--- config.mk ---
export PLATFORM = sky130hd
export DESIGN_NAME = hazard_control_unit
export DESIGN_NICKNAME = d
export VERILOG_FILES = /design/src/rtl/hazard_pkg.sv /design/src/rtl/hazard_perf_counters.sv /design/src/rtl/hazard_control_unit.sv
export SDC_FILE = /design/constraint.sdc
export NUM_CORES = 1
export LEC_CHECK = 0
export ABC_AREA = 1
export CAP_MARGIN = 0
export CORE_MARGIN = 2
export CORE_UTILIZATION = 30
export DETAILED_ROUTE_END_ITERATION = 7
export PLACE_DENSITY = 0.81
export SETUP_SLACK_MARGIN = 0.02
export SLEW_MARGIN = 10
export SYNTH_ARGS = -nofsm -noshare
export SYNTH_HDL_FRONTEND = slang
export SYNTH_SLANG_ARGS = --single-unit
--- constraint.sdc ---
create_clock -name clk_i -period 2.15 [get_ports clk_i]
set_input_delay 0.43 -clock clk_i [delete_from_list [all_inputs] [get_ports clk_i]]
set_output_delay 0.43 -clock clk_i [all_outputs]
set_load 0.01 [all_outputs]
--- src/rtl/hazard_pkg.sv ---
// Shared definitions for the hazard control unit.
//   state_t     : 2-bit FSM state (RUN=0, MEM_WAIT=1, FETCH_WAIT=2)
//   ctrl_t      : pipeline control bundle driven by the unit
//   FREEZE      : hold PC, IF/ID and the back end (memory wait / illegal state)
//   NORMAL      : advance the whole pipeline
//   RESET_CTRL  : control values forced while reset is asserted
//   LOAD_USE    : hold PC and IF/ID, inject a bubble into ID/EX
//   REDIRECT    : advance PC, squash IF/ID (taken branch or split fetch)
package hazard_pkg;

  typedef enum logic [1:0] {
    RUN        = 2'd0,
    MEM_WAIT   = 2'd1,
    FETCH_WAIT = 2'd2
  } state_t;

  typedef struct packed {
    logic pc_write;
    logic ifid_write;
    logic ifid_flush;
    logic idex_bubble;
    logic pipe_stall;
  } ctrl_t;

  localparam ctrl_t FREEZE     = '{pc_write: 1'b0, ifid_write: 1'b0, ifid_flush: 1'b0,
                                   idex_bubble: 1'b0, pipe_stall: 1'b1};
  localparam ctrl_t NORMAL     = '{pc_write: 1'b1, ifid_write: 1'b1, ifid_flush: 1'b0,
                                   idex_bubble: 1'b0, pipe_stall: 1'b0};
  localparam ctrl_t RESET_CTRL = '{pc_write: 1'b0, ifid_write: 1'b0, ifid_flush: 1'b1,
                                   idex_bubble: 1'b1, pipe_stall: 1'b0};
  localparam ctrl_t LOAD_USE   = '{pc_write: 1'b0, ifid_write: 1'b0, ifid_flush: 1'b0,
                                   idex_bubble: 1'b1, pipe_stall: 1'b0};
  localparam ctrl_t REDIRECT   = '{pc_write: 1'b1, ifid_write: 1'b0, ifid_flush: 1'b1,
                                   idex_bubble: 1'b0, pipe_stall: 1'b0};

endpackage

--- src/rtl/hazard_perf_counters.sv ---
// Three saturating event counters for the hazard control unit.
//   clk, rst            : clock, synchronous active-high clear
//   lu_evt              : load-use bubble this cycle
//   stall_evt           : back-end freeze this cycle
//   flush_evt           : IF/ID flush from branch or split fetch this cycle
//   lu_cnt/stall_cnt/flush_cnt : CNT_W-bit counts, stick at all-ones
module hazard_perf_counters #(
  parameter int unsigned CNT_W = 32
) (
  input  logic             clk,
  input  logic             rst,
  input  logic             lu_evt,
  input  logic             stall_evt,
  input  logic             flush_evt,
  output logic [CNT_W-1:0] lu_cnt,
  output logic [CNT_W-1:0] stall_cnt,
  output logic [CNT_W-1:0] flush_cnt
);

  always_ff @(posedge clk) begin
    if (rst) begin
      lu_cnt    <= '0;
      stall_cnt <= '0;
      flush_cnt <= '0;
    end else begin
      if (lu_evt && (lu_cnt != '1))       lu_cnt    <= lu_cnt + 1'b1;
      if (stall_evt && (stall_cnt != '1)) stall_cnt <= stall_cnt + 1'b1;
      if (flush_evt && (flush_cnt != '1)) flush_cnt <= flush_cnt + 1'b1;
    end
  end

endmodule

--- src/rtl/hazard_control_unit.sv ---
// Stall/flush side of the pipeline hazard logic: load-use stalls, data-memory
// waits, split fetches of straddling 32-bit instructions and taken-branch flush.
//   clk_i, rst_i             : clock, synchronous active-high reset
//   RS1/RS2addr_IFID_i       : source registers of the instruction in ID
//   RDaddr_IDEX_i, MemRead_IDEX_i : destination / load flag of the instruction in EX
//   Branch_taken_i, FetchSplit_i  : redirect and split-fetch requests
//   MemReq_i, MemAck_i       : data-memory access in MEM and its completion
//   PCWrite_o, IFIDWrite_o, IFIDFlush_o, IDEXBubble_o, PipeStall_o : pipeline controls
//   State_o                  : RUN=0, MEM_WAIT=1, FETCH_WAIT=2
// Optional macro HCU_PERF_CNT_EN adds LoadUseCnt_o, MemWaitCnt_o, FlushCnt_o.
module hazard_control_unit
  import hazard_pkg::*;
#(
  parameter int unsigned ADDR_W = 5,
  parameter int unsigned CNT_W  = 32
) (
  input  logic              clk_i,
  input  logic              rst_i,
  input  logic [ADDR_W-1:0] RS1addr_IFID_i,
  input  logic [ADDR_W-1:0] RS2addr_IFID_i,
  input  logic [ADDR_W-1:0] RDaddr_IDEX_i,
  input  logic              MemRead_IDEX_i,
  input  logic              Branch_taken_i,
  input  logic              FetchSplit_i,
  input  logic              MemReq_i,
  input  logic              MemAck_i,
  output logic              PCWrite_o,
  output logic              IFIDWrite_o,
  output logic              IFIDFlush_o,
  output logic              IDEXBubble_o,
  output logic              PipeStall_o,
  output logic [1:0]        State_o
`ifdef HCU_PERF_CNT_EN
  ,
  output logic [CNT_W-1:0]  LoadUseCnt_o,
  output logic [CNT_W-1:0]  MemWaitCnt_o,
  output logic [CNT_W-1:0]  FlushCnt_o
`endif
);

  state_t state_q, state_d;
  state_t ret_q, ret_d;
  ctrl_t  ctrl;
  logic   lu, mw;
  logic   eval, split_ok;

  assign lu = MemRead_IDEX_i && (RDaddr_IDEX_i != '0) &&
              ((RDaddr_IDEX_i == RS1addr_IFID_i) || (RDaddr_IDEX_i == RS2addr_IFID_i));
  assign mw = MemReq_i && !MemAck_i;

  always_ff @(posedge clk_i) begin
    if (rst_i) begin
      state_q <= RUN;
      ret_q   <= RUN;
    end else begin
      state_q <= state_d;
      ret_q   <= ret_d;
    end
  end

  // RUN, FETCH_WAIT and an acknowledged MEM_WAIT share one priority chain;
  // split_ok distinguishes the RUN rule set from the FETCH_WAIT one.
  always_comb begin
    ctrl     = FREEZE;
    state_d  = RUN;
    ret_d    = ret_q;
    eval     = 1'b0;
    split_ok = 1'b0;
    case (state_q)
      RUN: begin
        eval     = 1'b1;
        split_ok = 1'b1;
      end
      MEM_WAIT: begin
        if (MemAck_i) begin
          eval     = 1'b1;
          split_ok = (ret_q == RUN);
        end else begin
          state_d = MEM_WAIT;
        end
      end
      FETCH_WAIT: begin
        eval = 1'b1;
      end
      default: ;
    endcase
    if (eval) begin
      if (mw) begin
        ctrl    = FREEZE;
        ret_d   = (state_q == FETCH_WAIT) ? FETCH_WAIT : RUN;
        state_d = MEM_WAIT;
      end else if (lu) begin
        ctrl = LOAD_USE;
      end else if (Branch_taken_i) begin
        ctrl = REDIRECT;
      end else if (split_ok && FetchSplit_i) begin
        ctrl    = REDIRECT;
        state_d = FETCH_WAIT;
      end else begin
        ctrl = NORMAL;
      end
    end
    if (rst_i) begin
      ctrl = RESET_CTRL;
    end
  end

  assign PCWrite_o    = ctrl.pc_write;
  assign IFIDWrite_o  = ctrl.ifid_write;
  assign IFIDFlush_o  = ctrl.ifid_flush;
  assign IDEXBubble_o = ctrl.idex_bubble;
  assign PipeStall_o  = ctrl.pipe_stall;
  assign State_o      = rst_i ? RUN : state_q;

`ifdef HCU_PERF_CNT_EN
  // Outside reset, a bubble only comes from load-use and a flush only from
  // a branch or split fetch, so the output bits identify the events.
  hazard_perf_counters #(
    .CNT_W (CNT_W)
  ) u_perf (
    .clk       (clk_i),
    .rst       (rst_i),
    .lu_evt    (ctrl.idex_bubble & ~rst_i),
    .stall_evt (ctrl.pipe_stall),
    .flush_evt (ctrl.ifid_flush & ~rst_i),
    .lu_cnt    (LoadUseCnt_o),
    .stall_cnt (MemWaitCnt_o),
    .flush_cnt (FlushCnt_o)
  );
`else
  // CNT_W only sizes the counter ports; keep it elaborated in this build.
  if (CNT_W == 0) begin : g_cnt_w_ref
  end
`endif

endmodule

======== After elaboration in Yosys (flattened, before gate mapping) ========
Index checks and enable logic that the tools add are counted.
word-level totals
  bits of input ports ..................... 22
  register bits after elaboration ......... 4
  logic and storage cells ................. 36
operators by class
  reduce and logical (&&, ||, !) cells .... 11
  muxes and demuxes ....................... 19
  eq/ne operators ......................... 4
operator list
  kind                                                                   number
  5-bit two-way mux                                                      4
  2-bit two-way mux                                                      7
  5-bit equality test                                                    2
  4-bit two-way mux                                                      2
  5-bit nonzero test                                                     1
  1-bit logical AND                                                      4
  2-bit logical NOT                                                      2
  1-bit two-way mux                                                      4
  1-bit one-hot mux with 2 select lines                                  2
  2-bit by 1-bit equality test with 1-bit output, second input constant  1
  2-bit equality test, second input constant                             1
  2-bit AND reduction                                                    1
  2-bit OR reduction                                                     1
  1-bit logical NOT                                                      1
  1-bit logical OR                                                       1

======== Longest topological paths before layout ========
Gate-level depths: netlist (run 1).
  word-level depth ........................ 10
  depth in mapped cells ................... 9

======== Worst setup path before layout (run 1) ========
No wires, ideal clock.
  path type ............................... input -> output
  from .................................... input port RDaddr_IDEX_i[2]
  to ...................................... output port IFIDWrite_o
  buffers on the path ..................... 0
  cell stages on the path ................. 7
  slack ................................... 0.641 ns
  data arrival time ....................... 1.079 ns
  path through ............................ inv_1 -> nand4_1 -> o21ai_0 -> inv_1 -> nand2_2 -> nand3_2 -> nor2_1
between the ends
  longest elaborated chain between the ends .. 7
  elaborated cells between the ends (all ways) .. 10
  classes of those cells .................. eq/ne: 2; mux: 4; reduce/logical: 4
ends and longest elaborated chain
  what                                                       line                                                  source
  from (decl)                                                hazard_control_unit.sv:21                             input logic [ADDR_W-1:0] RDaddr_IDEX_i,
  5-bit equality test or 5-bit nonzero test (tied branches)  hazard_control_unit.sv:48, hazard_control_unit.sv:47
  1-bit logical OR or 1-bit logical AND (tied branches)      hazard_control_unit.sv:48, hazard_control_unit.sv:47
  1-bit logical AND (*)                                      hazard_control_unit.sv:47                             assign lu = MemRead_IDEX_i && (RDaddr_IDEX_i != '0) &&
  5-bit two-way mux (*)                                      hazard_control_unit.sv:92                             end else if (lu) begin
  5-bit two-way mux (*)                                      hazard_control_unit.sv:88                             if (mw) begin
  5-bit two-way mux (*)                                      hazard_control_unit.sv:87                             if (eval) begin
  5-bit two-way mux (*)                                      hazard_control_unit.sv:103                            if (rst_i) begin
  to (decl)                                                  hazard_control_unit.sv:28                             output logic IFIDWrite_o,
Every way passes the cells marked *; elsewhere a longest branch is shown, timed or not.

======== Worst setup path in the final report (run 1) ========
  from .................................... input port RDaddr_IDEX_i[2]
  to ...................................... output port IDEXBubble_o
between the ends
  longest elaborated chain between the ends .. 7
  elaborated cells between the ends (all ways) .. 10
  classes of those cells .................. eq/ne: 2; mux: 4; reduce/logical: 4
ends and longest elaborated chain
  what                                                       line                                                  source
  5-bit equality test or 5-bit nonzero test (tied branches)  hazard_control_unit.sv:48, hazard_control_unit.sv:47
  1-bit logical OR or 1-bit logical AND (tied branches)      hazard_control_unit.sv:48, hazard_control_unit.sv:47
  1-bit logical AND (*)                                      hazard_control_unit.sv:47
  5-bit two-way mux (*)                                      hazard_control_unit.sv:92
  5-bit two-way mux (*)                                      hazard_control_unit.sv:88
  5-bit two-way mux (*)                                      hazard_control_unit.sv:87
  5-bit two-way mux (*)                                      hazard_control_unit.sv:103
  to (decl)                                                  hazard_control_unit.sv:30                             output logic IDEXBubble_o,
Marked as above.

==> reports/metrics.cfg, run 1 <==
[final_layout]
register_area_um2 = 60.1
diodes = 0
drive_gt1_frac = 0.200
multi_input_area_um2 = 270
final_nets = 143
area_growth_pct = 91.0
layout_common_cells = nand2_1, inv_1, nor2_1, dlymetal6s2s_1, dlygate4sd2_1
final_common_cell = nand2_1
fin_area_um2 = 769
nFillCells = 145

[worst_setup_path]
cp_data_required_time_ns = 1.72
cp_common_cell = nand2_1
critPathBufInv = 4
crit_type = input port to output pin
cp_top_family = buffers and inverters
regToRegSetupSlack_ns = 1.02
path_cells = dlygate4sd2_1, inv_1, nand2_1, nand2_1, nor2_1, nand3_1, nand2_1, nand2_2, buf_4, a21oi_2, buf_2
cp-end-kind = output pin
startpoint_type = input port
cp_slowest_cell = dlygate4sd2_1
worstPathMaxFanout = 3
arrival_ns = 1.54
max_stage_delay_ns = 0.26

[global_route]
overflow = 0
grt_first_pass_wirelength_um = 1790
antenna_found_initial = 0
grtUsageTotal = 0.163
grt_start_max_net_pins = 6
first_global_vias = 521

[drt]
wl_per_cell_um = 9.00
drtPass1Iterations = 2
drcViolationCount = 0
vias = 591
ant_nets = 0
drt_iter0_drc = 3
routed_wl_um = 1220
viasPerCell = 4.38

[clock_tree]
clkTransAtPathRegs_ns = 0.03
clockBufferDepth = 2
tritoncts = built
cts-htree-levels = 1
cts_buffers = 3
clock-root-buffer = clkbuf_4
clock-sinks = 3
worstSkewPairLatency_ns = 0.23

[synth]
syn-num-nets = 104
synth-seq-cells = 3
yosysSeqAreaShare = 0.149
synth_top_area_frac = 0.270
yosysTopAreaCell = nand2_1
yosys_warnings = 0
avgSynthCellArea_um2 = 4.91
synth.area.top_cells = nand2_1, dfxtp_1, inv_1
yosys.cell_types.count = 14
syn-cell-area_um2 = 403
netlist_instances = 82

[timing]
max_freq_mhz = 506
rsz0062_at_grt = false
tightest_slew_ns = 0.182
hold_slack_ns = 0.478
min_period_over_period = 0.918
slew_violations = 0
setup_viol = 0
finClkSkew_ns = 0.00349
post-route-min-period_ns = 1.97
hold_violations = 0
fin_setup_tns_ns = 0
max_slew_margin = 0.879

[power_and_ir_drop]
powerDensity_nw_per_um2 = 347
p_leak_nw = 0.533
ir_worst_vdd_v = 0.000142

[die]
start_util = 0.314
die_h_um = 40.6
pin_count = 29
rows = 13
die_area_um2 = 1650
core-area_um2 = 1280
die_x_um = 40.6

[place]
port_buffers = 28
gp_congestion = 0.732
postPlaceCellArea_um2 = 739
hpwlAfterDp_um = 1080

[status]
outcome = finished clean

[worst_hold_path]
hold_class = register to register

[job]
drv_cap = 0

[metrics by stage]
stage          setup slack (ns)  instances   util  power (mW)
2_1_floorplan             0.641         82      -       0.110
3_3_place_gp             -0.387        130  0.575       0.182
3_5_place_dp             -0.422        130  0.575       0.186
4_1_cts                 -0.0350        135  0.581       0.274
5_1_grt                  0.0406        135  0.599       0.292
6_report                  0.176        135  0.599       0.267
[kinds of logic after synthesis]
kind of cell | count (synthesis) | synth area share
compound gates | 6 | 0.0932
xor+xnor | 2 | 0.0435
buf+inv | 21 | 0.196
flops | 3 | 0.149
simple gates | 50 | 0.519
[layer usage]
metal	up-vias	wire length (µm)	global-route usage
met5	-	0	0
met4	0	0	0.0250
met3	0	124	0.0435
met2	25	666	0.385
met1	246	423	0.121
li1	320	-	-
[report_power, final]
part	leakage, nW	switching [mW]	internal [mW]	total [mW]
Clock	0.0150	0.0253	0.0693	0.0946
Combinational	0.494	0.0526	0.0599	0.112
Sequential	0.0244	0.00184	0.0581	0.0599
[sequential cells by signal, summed over array words and instances, names as in the netlist]
name	flops
ret_q	1
state_q	2
[path summary, 6_finish.rpt]
path,from,to,cells past startpoint
worst max-delay path,RDaddr_IDEX_i[2],IDEXBubble_o,11
worst max register to register,state_q[1]$_SDFF_PP0_,state_q[1]$_SDFF_PP0_,6
worst min register to register,ret_q[1]$_SDFFE_PP0P_,ret_q[1]$_SDFFE_PP0P_,2
worst min-delay path,ret_q[1]$_SDFFE_PP0P_,ret_q[1]$_SDFFE_PP0P_,2
[tightest hold or removal path: stages, from the launching register on]
cell	delay, ns
dfxtp_1	0.31
nand2_1	0.07
a21oi_1	0.05
[final cells by class]
| type | count | share of cell area |
|---|---|---|
| repair buffers | 34 | 0.410 |
| multi-input cells | 58 | 0.351 |
| well taps | 15 | 0.0244 |
| flip-flops and latches | 3 | 0.0780 |
| clock buffers | 4 | 0.0341 |
| inverters | 21 | 0.102 |
[cells in the mapped netlist]
cell / number
nand3_1: 6
nor2_1: 11
inv_2: 4
a21oi_1: 2
nand4_1: 2
a21oi_2: 2
inv_1: 16
nand2_1: 29
clkinv_1: 1
nand3_2: 1
dfxtp_1: 3
xnor2_1: 2
o21ai_0: 2
nand2_2: 1
[timing repair]
action                                 CTS  global route
resized for setup                       24            15
setup endpoints to repair                5             7
endpoints found under the hold margin    0             0
hold buffers                             0             0
buffers inserted                         1             0
pin swaps                                3             6
No activity file was read; power rests on OpenSTA's default activity.
==> run 2, diff against run 1 <==
- ABC_CLOCK_PERIOD_IN_PS: not set -> 2150
==> results of run 2 <==
Same layout as run 1: the final DEF is identical, and so are final timing and power.
==> run 3, diff against run 2 <==
- ABC_CLOCK_PERIOD_IN_PS: 2150 -> 2100
- clock period: 2.15 -> 2.1 ns (I/O delays scaled with it)
==> run 3 against run 2 <==
Compared with the run above:
- worst setup slack worse by 0.044 ns
- cell count unchanged
- largest cell class unchanged
- critical path type unchanged
- final area grew 0.16%
- sequential cell count unchanged
- utilization grew 0.097 points
- largest power group unchanged
- worst hold slack better by 0.0023 ns
- clock skew about the same
- routed wire length rose by 6.8%
- global-route usage unchanged
- count of clock-buffer cells in the layout unchanged
==> reports/metrics.cfg, run 3 (same netlist as run 1, synthesis figures left out) <==
[final_layout]
layout_common_cells = nand2_1, inv_1, nor2_1  ; was nand2_1, inv_1, nor2_1, dlymetal6s2s_1, dlygate4sd2_1
drive_gt1_frac = 0.200  ; unchanged
largest_register_ffs = 2  ; unchanged
diodes = 0  ; unchanged
final_nets = 143  ; unchanged
fin_util = 0.600  ; was 0.599
area_growth_pct = 91.3  ; was 91.0%
fin_area_um2 = 771  ; was 769 µm²
final_common_cell = nand2_1  ; unchanged
top_register = state_q  ; unchanged
top_regs = state_q x2, ret_q x1  ; unchanged

[clock_tree]
clockBufferDepth = 2  ; unchanged
cts_buffers = 3  ; unchanged
clock-root-buffer = clkbuf_4  ; unchanged
clock-sinks = 3  ; unchanged
tritoncts = built  ; unchanged
worstSkewPairLatency_ns = 0.23  ; about the same
cts-htree-levels = 1  ; unchanged
clkTransAtPathRegs_ns = 0.03  ; about the same

[worst_setup_path]
worstPathMaxFanout = 3  ; unchanged
cp-end-kind = output pin  ; unchanged
startpoint_type = input port  ; unchanged
rr_endpoint = state_q[1]$_SDFF_PP0_  ; unchanged
max_stage_delay_ns = 0.46  ; was 0.26 ns
worstReg2RegStart = state_q[1]$_SDFF_PP0_  ; unchanged
cp_slowest_cell = clkdlybuf4s50_1  ; was dlygate4sd2_1
cp.depth = 6  ; was 11
cp_top_family = buffers and inverters  ; unchanged
critPathBufInv = 3  ; was 4
regToRegSetupSlack_ns = 0.95  ; was 1.02 ns
cp_data_required_time_ns = 1.68  ; was 1.72 ns
crit_start = MemReq_i  ; was RDaddr_IDEX_i[2]
endpoint = PipeStall_o  ; was IDEXBubble_o
worstRegToRegCells = 6  ; unchanged
path_cells = clkdlybuf4s50_1, nand2_1, inv_2, a21oi_4, nor2_1, dlygate4sd2_1  ; was dlygate4sd2_1, inv_1, nand2_1, nand2_1, nor2_1, nand3_1, nand2_1, nand2_2, buf_4, a21oi_2, buf_2
arrival_ns = 1.55  ; was 1.54 ns
crit_type = input port to output pin  ; unchanged

[place]
hpwlAfterDp_um = 1080  ; unchanged
port_buffers = 28  ; unchanged
gp_congestion = 0.732  ; unchanged
postPlaceCellArea_um2 = 739  ; unchanged

[timing]
hold_slack_ns = 0.480  ; was 0.478 ns
slew_violations = 0  ; unchanged
tightest_slew_ns = 0.235  ; was 0.182 ns
rsz0062_at_grt = false  ; unchanged
finClkSkew_ns = 0.00359  ; was 0.00349 ns
post-route-min-period_ns = 1.97
max_slew_margin = 0.843  ; was 0.879
hold_violations = 0  ; unchanged
fin_setup_tns_ns = 0  ; unchanged
max_freq_mhz = 508
setup_viol = 0  ; unchanged
min_period_over_period = 0.937

[drt]
ant_nets = 0  ; unchanged
routed_wl_um = 1300  ; was 1220 µm
drcViolationCount = 0  ; unchanged
wl_per_cell_um = 9.61  ; was 9.00 µm
drt_iter0_drc = 10  ; was 3
viasPerCell = 4.37  ; was 4.38
drtPass1Iterations = 4  ; was 2
vias = 590  ; was 591

[global_route]
grt_start_max_net_pins = 6  ; unchanged
overflow = 0  ; unchanged
antenna_found_initial = 0  ; unchanged
first_global_vias = 521  ; unchanged
grtUsageTotal = 0.163  ; unchanged
grt_first_pass_wirelength_um = 1790  ; unchanged

[die]
die_area_um2 = 1650  ; unchanged
core-area_um2 = 1280  ; unchanged
start_util = 0.314  ; unchanged
rows = 13  ; unchanged
pin_count = 29  ; unchanged
die_h_um = 40.6  ; unchanged
die_x_um = 40.6  ; unchanged

[job]
drv_cap = 0  ; unchanged

[worst_hold_path]
worstHoldStart = ret_q[1]$_SDFFE_PP0P_  ; unchanged
worstHoldPathCells = 2  ; unchanged
hold_class = register to register  ; unchanged

[power_and_ir_drop]
finalPower_mw = 0.276  ; was 0.267 mW
internal_power_mw = 0.192  ; was 0.187 mW
powerDensity_nw_per_um2 = 359  ; was 347 nW/µm²
power_frac_seq = 0.224  ; about the same
ir_worst_vdd_v = 0.000145  ; was 0.000142 V
p_clk_frac = 0.350  ; was 0.354
p_leak_nw = 0.508  ; was 0.533 nW
netSwitchingFraction = 0.305  ; was 0.299
power.switching_mw = 0.0842  ; was 0.0797 mW
p_comb_frac = 0.425  ; was 0.421

[status]
outcome = finished clean  ; unchanged

[run 3: how the worst min path moves through the flow]
| stage | end | slack [ns] |
|---|---|---|
| 2_1_floorplan | ret_q[1]$_SDFFE_PP0P_ | 0.43 |
| 3_3_place_gp | ret_q[1]$_SDFFE_PP0P_ | 0.45 |
| 3_5_place_dp | ret_q[1]$_SDFFE_PP0P_ | 0.46 |
| 5_1_grt | ret_q[1]$_SDFFE_PP0P_ | 0.51 |
| 6_report | ret_q[1]$_SDFFE_PP0P_ | 0.48 |
| 4_1_cts | ret_q[1]$_SDFFE_PP0P_ | 0.47 |
[run 3: metrics by stage]
| step | setup WS [ns] | cells |
|---|---|---|
| finish | 0.131 | 135 |
| CTS | -0.0650 | 135 |
| global route | 0.0205 | 135 |
| detailed placement | -0.452 | 130 |
| global placement | -0.417 | 130 |
| floorplan | 0.611 | 82 |
[run 3: cell type report]
| class | count | area (µm²) |
|---|---|---|
| Clock buffer | 4 | 26.3 |
| Fill cell | 145 | 514 |
| Inverter | 21 | 78.8 |
| Multi-Input combinational cell | 58 | 278 |
| Sequential cell | 3 | 60.1 |
| Tap cell | 15 | 18.8 |
| Timing Repair Buffer | 34 | 309 |
[run 3: repair_timing]
action	in CTS	in global routing
setup buffers	1	0
setup endpoints to repair	7	5
hold endpoints to repair	0	0
gates resized for setup	26	15
hold buffers	0	0
pin swaps	3	6
[run 3: worst register-to-register path, delay by kind of cell (launching register included)]
family | cells | cell delay (ns)
AOI/OAI and AO/OA | 1 | 0.18
DFF | 1 | 0.30
and+or+nand+nor | 3 | 0.32
buffers and inverters | 2 | 0.28
[run 3: power by group through the flow]
stage	logic, mW	clock network, mW	registers [mW]
after floorplan	0.0507	0	0.0616
after detailed placement	0.128	0	0.0619
after global routing	0.131	0.107	0.0620
after global placement	0.124	0	0.0618
after CTS	0.118	0.101	0.0611
final	0.118	0.0969	0.0620
[run 3: metal layers]
metal  global-route usage  vias up  part of all wire
li1                     -      322                 -
met3               0.0435        0             0.089
met2                0.385       25              0.57
met1                0.121      243              0.34
met5                    0        -                 0
met4               0.0250        0                 0
